[src/rtl/instr_fetch_unit.sv]
// rtl/instr_fetch_unit.sv - PC, imem fetch FSM, instruction register and next-PC select (optional FETCH_ALIGN_CHECK_EN)
module instr_fetch_unit #(
    parameter logic [31:0] RESET_PC    = 32'h0000_0000,
    parameter logic [7:0]  TIMEOUT_MAX = 8'd255
) (
    input  logic        clk,
    input  logic        reset,
    output logic        imem_req,
    output logic [31:0] imem_addr,
    input  logic        imem_ack,
    input  logic [31:0] imem_rdata,
    output logic        instr_valid,
    output logic [31:0] instr,
    output logic [5:0]  opcode,
    output logic [31:0] pc,
    output logic [31:0] pc_plus4,
    input  logic        advance,
    input  logic        take_branch,
    input  logic [15:0] branch_imm,
    input  logic        jump,
    input  logic [25:0] jump_index,
    input  logic        reg_jump,
    input  logic [31:0] reg_target,
    output logic        fetch_timeout,
    output logic        fetch_fault
);

    typedef enum logic [1:0] {
        IDLE  = 2'd0,
        FETCH = 2'd1,
        VALID = 2'd2
`ifdef FETCH_ALIGN_CHECK_EN
        ,
        FAULT = 2'd3
`endif
    } state_t;

    state_t      state_q;
    state_t      state_d;
    logic [7:0]  wait_cnt;
    logic [31:0] next_pc_raw;
    logic [31:0] next_pc;

    assign pc_plus4    = pc + 32'd4;
    assign opcode      = instr[31:26];
    assign imem_addr   = pc;
    assign imem_req    = (state_q == FETCH);
    assign instr_valid = (state_q == VALID);

`ifdef FETCH_ALIGN_CHECK_EN
    assign fetch_fault = (state_q == FAULT);
    assign next_pc     = next_pc_raw;
`else
    assign fetch_fault = 1'b0;
    // Without the alignment check a misaligned target is silently word-aligned.
    assign next_pc     = next_pc_raw & ~32'h0000_0003;
`endif

    // Redirect priority: register target, then jump, then taken branch, then sequential.
    always_comb begin
        next_pc_raw = pc_plus4;
        if (reg_jump) begin
            next_pc_raw = reg_target;
        end else if (jump) begin
            next_pc_raw = {pc_plus4[31:28], jump_index, 2'b00};
        end else if (take_branch) begin
            next_pc_raw = pc_plus4 + {{14{branch_imm[15]}}, branch_imm, 2'b00};
        end
    end

    // Fetch state register.
    always_ff @(posedge clk) begin
        if (reset) begin
            state_q <= IDLE;
        end else begin
            state_q <= state_d;
        end
    end

    // Next-state logic; acks are only honoured while fetching.
    always_comb begin
        state_d = state_q;
        case (state_q)
            IDLE:  state_d = FETCH;
            FETCH: if (imem_ack) state_d = VALID;
            VALID: begin
                if (advance) begin
`ifdef FETCH_ALIGN_CHECK_EN
                    state_d = (next_pc[1:0] != 2'b00) ? FAULT : FETCH;
`else
                    state_d = FETCH;
`endif
                end
            end
`ifdef FETCH_ALIGN_CHECK_EN
            FAULT: state_d = FAULT;
`endif
            default: state_d = IDLE;
        endcase
    end

    // PC, instruction register and the fetch-wait watchdog.
    always_ff @(posedge clk) begin
        if (reset) begin
            pc            <= RESET_PC;
            instr         <= 32'h0;
            wait_cnt      <= 8'd0;
            fetch_timeout <= 1'b0;
        end else begin
            fetch_timeout <= 1'b0;
            if (state_q == FETCH && imem_ack) begin
                instr <= imem_rdata;
            end
            if (state_q == VALID && advance) begin
                pc <= next_pc;
            end
            if (state_q == FETCH && !imem_ack) begin
                // Saturating at TIMEOUT_MAX keeps the pulse from repeating until an ack.
                if (wait_cnt != TIMEOUT_MAX) begin
                    wait_cnt <= wait_cnt + 8'd1;
                    if (wait_cnt == TIMEOUT_MAX - 8'd1) begin
                        fetch_timeout <= 1'b1;
                    end
                end
            end else begin
                wait_cnt <= 8'd0;
            end
        end
    end

endmodule
[config.mk]
export PLATFORM = sky130hd
export DESIGN_NAME = instr_fetch_unit
export DESIGN_NICKNAME = d
export VERILOG_FILES = /design/src/rtl/instr_fetch_unit.sv
export SDC_FILE = /design/constraint.sdc
export NUM_CORES = 1
export LEC_CHECK = 0
export ABC_AREA = 1
export CORE_MARGIN = 2
export CORE_UTILIZATION = 53
export DETAILED_ROUTE_END_ITERATION = 12
export DONT_BUFFER_PORTS = 1
export GPL_TIMING_DRIVEN = 1
export PLACE_DENSITY = 0.76
export SLEW_MARGIN = 25
export SYNTH_ARGS = -nofsm -noshare
export SYNTH_HDL_FRONTEND = slang
export SYNTH_SLANG_ARGS = --single-unit
[constraint.sdc]
create_clock -name clk -period 4.35 [get_ports clk]
set_clock_uncertainty 0.1 [all_clocks]
set_input_delay 0.435 -clock clk [delete_from_list [all_inputs] [get_ports clk]]
set_output_delay 0.435 -clock clk [all_outputs]
set_load 0.1 [all_outputs]
==> results of run 1 <==
final timing paths:
check,start,to,slack [ns],depth (start not counted)
min reg2reg,imem_addr[28],imem_addr[28],0.40,2
max,imem_addr[2],imem_addr[31],0.58,21
min,reset,instr[20],0.06,1
max reg2reg,imem_addr[2],imem_addr[31],0.58,21
report_power, final:
group	switching [uW]	leakage (uW)	total, uW	internal (uW)
Clock	283	0.000148	761	478
Combinational	380	0.00309	493	113
Sequential	171	0.000610	867	696
cell families (layout without fill, tap and decap cells):
group | after synthesis | in the layout | synth area share
flip-flops | 73 | 73 | 0.208
adder cells (fa/ha/maj) | 39 | 39 | 0.0705
other | 1 | 7 | 0.000533
AO/OA/AOI/OAI | 176 | 176 | 0.134
buffers and inverters | 225 | 223 | 0.145
XOR/XNOR | 26 | 26 | 0.0324
AND/OR/NAND/NOR | 669 | 669 | 0.409
per-stage QoR:
step                setup slack, ns  std cells  power, uW  utilization  area, um2
global route                  0.212       1389       2200        0.589       7710
CTS                           0.613       1389       2130        0.589       7710
detailed placement            0.635       1373       1370        0.565       7390
global placement              0.717       1373       1360        0.565       7390
floorplan                    0.0776       1215       1310            -       7130
finish                        0.578       1389       2120        0.589       7710
critical path: cells and delay by family (launching register included):
family / cells / cell delay [ns]
buffers and inverters: 2 / 0.23
AOI/OAI and AO/OA: 1 / 0.05
adders and majority gates: 2 / 0.69
and+or+nand+nor: 15 / 1.92
DFF: 1 / 0.41
xor gates and xnor gates: 1 / 0.26
cells in the mapped netlist (all sizes together):
cell / instances / area [um2]
a21oi: 124 / 636
xnor2: 10 / 87.6
o211ai: 3 / 22.5
dfxtp: 73 / 1460
nand3b: 3 / 22.5
o22ai: 1 / 6.26
inv: 146 / 548
a21o: 4 / 30.0
and2: 6 / 37.5
fa: 1 / 20.0
o21a: 1 / 7.51
ha: 38 / 475
clkbuf: 28 / 105
or2: 4 / 25.0
xor2: 16 / 140
a221oi: 1 / 8.76
a31oi: 2 / 12.5
conb: 1 / 3.75
nand3: 102 / 521
o21ai: 33 / 165
o21bai: 4 / 30.0
buf: 51 / 365
nor2: 134 / 577
o221ai: 3 / 26.3
nand2: 390 / 1510
nand4: 16 / 100
nor3b: 1 / 7.51
nor3: 13 / 76.3
registers in the layout (all words and copies together), names as in the netlist:
register and cells:
imem_addr 30, fetch_timeout 1, wait_cnt 8, instr 32, state_q 2
cell type report:
type	count	area, um2	share of cell area
clock buffer	11	253	0.0328
clock inverter	5	62.6	0.00811
inverter	146	548	0.0711
multi-input combinational	917	4660	0.605
sequential	73	1510	0.195
tap	176	220	0.0286
timing repair buffer	61	458	0.0594
per-layer routing:
metal	routed length, um	track usage	vias up	share of wire
li1	-	-	3806	-
met5	0	0	-	0
met1	9130	0.383	3375	0.40
met2	10600	0.536	364	0.47
met3	2070	0.0694	56	0.092
met4	756	0.120	0	0.033
==> flow_metrics.env, run 1 <==
export IMPL_path_common_cell="sky130_fd_sc_hd__nand2_1"
export IMPL_initial_core_util=0.537
export IMPL_drc=0
export IMPL_clock_tree_from_tritoncts="done"
export IMPL_grt_setup_unrepaired="no"
export IMPL_post_synth_cell_area_avg_um2=5.81
export IMPL_first_pass_iters=5
export IMPL_post_synth_inst_count=1209
export IMPL_globalplace_congestion=0.970
export IMPL_critical_path_endpoint_type="flip-flop"
export IMPL_antenna_cells_inserted=0
export IMPL_finalNetCount=1360
export IMPL_cellLeakagePower_uw=0.00385
export IMPL_cts_repair_resized=0
export IMPL_detailedPlacementHpwl_mm=18.2
export IMPL_min_period_over_period=0.867
export IMPL_wl_per_cell_um=16.3
export IMPL_ant_nets=0
export IMPL_powerDensity_mw_per_mm2=275
export IMPL_timing_critical_path_slowest_cell_delay_ns=0.41
export IMPL_clockBufferDepth=2
export IMPL_fin_tns_setup_ns=0
export IMPL_ir_worst_vdd_mv=0.313
export IMPL_final_max_slew_viol_count=0
export IMPL_die_width_um=119
export IMPL_drv_max_cap_violation_count=0
export IMPL_post_cts_repair_setup_buffers=0
export IMPL_postRouteWirelength_mm=22.6
export IMPL_netlist_cell_type_count=39
export IMPL_worst_endpoint_required_ns=4.47
export IMPL_cts_buffers_inserted=9
export IMPL_ys_seq_elements=73
export IMPL_timing_hold_ws_ns=0.0640
export IMPL_max_freq_ghz=0.265
export IMPL_layout_area_overhead_vs_synth_pct=9.68
export IMPL_io_buffer_count=0
export IMPL_quantity_of_hold_fixing_buffers_added_after_cts=0
export IMPL_num_io_pins=251
export IMPL_worstPathArrival_ns=3.89
export IMPL_overflow=0
export IMPL_relSlewSlack=0.301
export IMPL_post_synth_instance_area_mm2=0.00703
export IMPL_ys_warn_count=0
export IMPL_die_height_um=119
export IMPL_placement_rows=42
export IMPL_clk_pin_slew_worst_paths_ns=0.06
export IMPL_commonest_cells_after_routing_fill_and_taps_aside="sky130_fd_sc_hd__nand2_1 (375), sky130_fd_sc_hd__inv_1 (141), sky130_fd_sc_hd__a21oi_1 (120)"
export IMPL_path_class="flip-flop to flip-flop"
export IMPL_grt_max_degree=62
export IMPL_first_iter_violations=604
export IMPL_status="complete, no violations"
export IMPL_sequential_element_share_of_the_synthesized_area=0.208
export IMPL_cts_max_level=3
export IMPL_min_period_ns=3.77
export IMPL_first_global_vias=7217
export IMPL_grt_first_pass_wirelength_mm=35.5
export IMPL_startpoint_type="flip-flop"
export IMPL_root_buffer="sky130_fd_sc_hd__clkbuf_16"
export IMPL_timing_hold_worst_class="input port to flip-flop"
export IMPL_report_final_hold_viol_count=0
export IMPL_timing_critical_path_slowest_stage_cell="sky130_fd_sc_hd__dfxtp_2"
export IMPL_worstSkewPairLatency_ns=0.33
export IMPL_placeableCoreArea_mm2=0.0131
export IMPL_post_route_cells_drive_above_1_share=0.137
export IMPL_mostFrequentLayoutCell="sky130_fd_sc_hd__nand2_1"
export IMPL_die_area_mm2=0.0142
export IMPL_num_vias=7601
export IMPL_worstPathCellList="ha_1, nand3_2, nor2_4, nand2_4, nor2_4, nand2_2, xor2_1, inv_1, ha_1, nand2_1, inv_1, nand2_1, nor3_1, and2_1, nand2_1, nand2_1, nand3_1, nand3_1, nand2_1, nand2_1, a21oi_2"
export IMPL_cts_sinks=73
export IMPL_grt_total_usage=0.313
export IMPL_critPathMaxFanout=6
export IMPL_setup_viol_count_final=0
export IMPL_worst_pin_slew_ns=1.05
export IMPL_viasPerCell=5.47
export IMPL_grt_antenna_before_repair=0
export IMPL_fillers=1306
Power figures use the tool's default switching activity.
==> run 2: changes to the inputs <==
--- a/config.mk
+++ b/config.mk
@@ -6,12 +6,14 @@
 export NUM_CORES = 1
 export LEC_CHECK = 0
 export ABC_AREA = 1
+export CELL_PAD_IN_SITES_DETAIL_PLACEMENT = 1
+export CELL_PAD_IN_SITES_GLOBAL_PLACEMENT = 1
 export CORE_MARGIN = 2
-export CORE_UTILIZATION = 53
+export CORE_UTILIZATION = 43
 export DETAILED_ROUTE_END_ITERATION = 12
 export DONT_BUFFER_PORTS = 1
 export GPL_TIMING_DRIVEN = 1
-export PLACE_DENSITY = 0.76
+export PLACE_DENSITY = 0.89
 export SLEW_MARGIN = 25
 export SYNTH_ARGS = -nofsm -noshare
 export SYNTH_HDL_FRONTEND = slang
==> constraint.sdc (replaced) <==
create_clock -name clk -period 4.35 [get_ports clk]
set_clock_uncertainty 0.1 [all_clocks]
set_input_delay 0.435 -clock clk [delete_from_list [all_inputs] [get_ports clk]]
set_output_delay 0.435 -clock clk [all_outputs]
set_load 0.01 [all_outputs]
==> run 2 against run 1 <==
Combinational power is 36% lower. Non-clock buffer count is 51 lower. Clock power is 11% higher. Worst hold slack worse by 0.0014 ns. Register-to-register slack worse by 0.22 ns. Worst setup slack worse by 0.22 ns.
==> flow_metrics.env, run 2 (synthesis results as in run 1) <==
export IMPL_min_period_ns=3.99
export IMPL_setup_viol_count_final=0
export IMPL_worstPathArrival_ns=4.16
export IMPL_clockBufferDepth=2
export IMPL_mostFrequentLayoutCell="sky130_fd_sc_hd__nand2_1"
export IMPL_initial_core_util=0.441
export IMPL_path_class="flip-flop to flip-flop"
export IMPL_die_width_um=132
export IMPL_num_io_pins=251
export IMPL_grt_max_degree=62
export IMPL_largest_register_by_flop_count="instr"
export IMPL_viasPerCell=5.64
export IMPL_grt_first_pass_wirelength_mm=42.1
export IMPL_report_final_hold_viol_count=0
export IMPL_die_height_um=132
export IMPL_globalplace_congestion=0.951
export IMPL_postRouteWirelength_mm=27.1
export IMPL_global_route_peak_usage_layer="met2"
export IMPL_timing_hold_ws_ns=0.0626
export IMPL_first_pass_iters=5
export IMPL_relSlewSlack=0.358
export IMPL_placeableCoreArea_mm2=0.0159
export IMPL_post_route_cells_drive_above_1_share=0.0611
export IMPL_die_area_mm2=0.0174
export IMPL_powerDensity_mw_per_mm2=261
export IMPL_max_freq_ghz=0.250
export IMPL_wl_per_cell_um=19.6
export IMPL_drv_max_cap_violation_count=0
export IMPL_num_vias=7772
export IMPL_use_met2=0.531
export IMPL_r2r_worst_path_cells=20
export IMPL_min_period_over_period=0.918
export IMPL_grt_total_usage=0.304
export IMPL_globalRouteMet3Util=0.0723
export IMPL_cts_sinks=73
export IMPL_io_buffer_count=0
export IMPL_first_iter_violations=556
export IMPL_first_global_vias=7817
export IMPL_ir_worst_vdd_mv=0.229
export IMPL_placement_rows=46
export IMPL_number_of_flip_flops_under_the_largest_register_name=32
export IMPL_drc=0
export IMPL_antenna_cells_inserted=0
export IMPL_finalNetCount=1309
export IMPL_worst_endpoint_required_ns=4.52
export IMPL_startpoint_type="flip-flop"
export IMPL_critPathMaxFanout=8
export IMPL_critical_path_endpoint_type="flip-flop"
export IMPL_hold_path_cell_count=1
export IMPL_quantity_of_hold_fixing_buffers_added_after_cts=0
export IMPL_post_cts_repair_setup_buffers=0
export IMPL_cts_repair_resized=0
export IMPL_grt_antenna_before_repair=0
export IMPL_clk_pin_slew_worst_paths_ns=0.06
export IMPL_worstSkewPairLatency_ns=0.34
export IMPL_layout_area_overhead_vs_synth_pct=3.51
export IMPL_status="complete, no violations"
export IMPL_overflow=0
export IMPL_worst_pin_slew_ns=0.957
export IMPL_commonest_cells_after_routing_fill_and_taps_aside="sky130_fd_sc_hd__nand2_1 (375), sky130_fd_sc_hd__inv_1 (141), sky130_fd_sc_hd__a21oi_1 (120)"
export IMPL_timing_hold_worst_class="input port to flip-flop"
export IMPL_ant_nets=0
export IMPL_cts_max_level=3
export IMPL_use_met1=0.371
export IMPL_root_buffer="sky130_fd_sc_hd__clkbuf_16"
export IMPL_cts_buffers_inserted=9
export IMPL_final_max_slew_viol_count=0
export IMPL_grt_setup_unrepaired="no"
export IMPL_cellLeakagePower_uw=0.00355
export IMPL_fin_tns_setup_ns=0
export IMPL_detailedPlacementHpwl_mm=21.2
export IMPL_clock_tree_from_tritoncts="done"
==> run 2: power by group <==
| part | internal [uW] | switching [uW] | total (uW) |
|---|---|---|---|
| combinational | 98.6 | 217 | 315 |
| sequential | 694 | 43.8 | 738 |
| clock | 528 | 320 | 848 |
==> run 2: cell type report <==
class | count | area (um2)
clock buffers | 10 | 239
clock inverters | 6 | 97.6
fillers | 2277 | 8670
inverters | 146 | 548
multi-input cells | 917 | 4580
flip-flops and latches | 73 | 1460
well taps | 216 | 270
repair buffers | 10 | 75.1
==> run 2: path summary, 6_finish.rpt <==
path / startpoint / to / slack, ns
min reg2reg: instr[8] / instr[8] / 0.40
max: imem_addr[4] / imem_addr[23] / 0.36
min: reset / instr[0] / 0.06
max reg2reg: imem_addr[4] / imem_addr[23] / 0.36
==> run 2: critical path: stages (launching register included) <==
cell and delay [ns]:
sky130_fd_sc_hd__dfxtp_1 0.67, sky130_fd_sc_hd__nand3_2 0.27, sky130_fd_sc_hd__nor2_4 0.19, sky130_fd_sc_hd__nand2_4 0.08, sky130_fd_sc_hd__nor2_4 0.17, sky130_fd_sc_hd__nand2_2 0.07
sky130_fd_sc_hd__xor2_1 0.30, sky130_fd_sc_hd__inv_1 0.18, sky130_fd_sc_hd__ha_1 0.44, sky130_fd_sc_hd__nand2_1 0.14, sky130_fd_sc_hd__inv_1 0.12, sky130_fd_sc_hd__nand2_1 0.13
sky130_fd_sc_hd__nor3_1 0.31, sky130_fd_sc_hd__nand3_1 0.15, sky130_fd_sc_hd__nand3_1 0.11, sky130_fd_sc_hd__nand2_1 0.06, sky130_fd_sc_hd__nand3_1 0.14, sky130_fd_sc_hd__nand2_1 0.07
sky130_fd_sc_hd__nand2_1 0.06, sky130_fd_sc_hd__nand2_1 0.05, sky130_fd_sc_hd__a21oi_1 0.12
==> run 2: through the flow <==
step,cells,total power [uW],setup WS [ns],utilization,area [um2]
global placement,1362,1050,0.639,0.435,6930
finish,1378,1900,0.357,0.456,7280
detailed placement,1362,1060,0.503,0.435,6930
global route,1378,1980,0.0720,0.456,7280
floorplan,1215,1010,1.16,-,7050
CTS,1378,1910,0.455,0.456,7270
==> run 2: per-layer routing <==
layer | wire length (um) | part of all wire
met4 | 739 | 0.027
met3 | 2350 | 0.087
met1 | 11000 | 0.41
met2 | 13000 | 0.48
met5 | 0 | 0
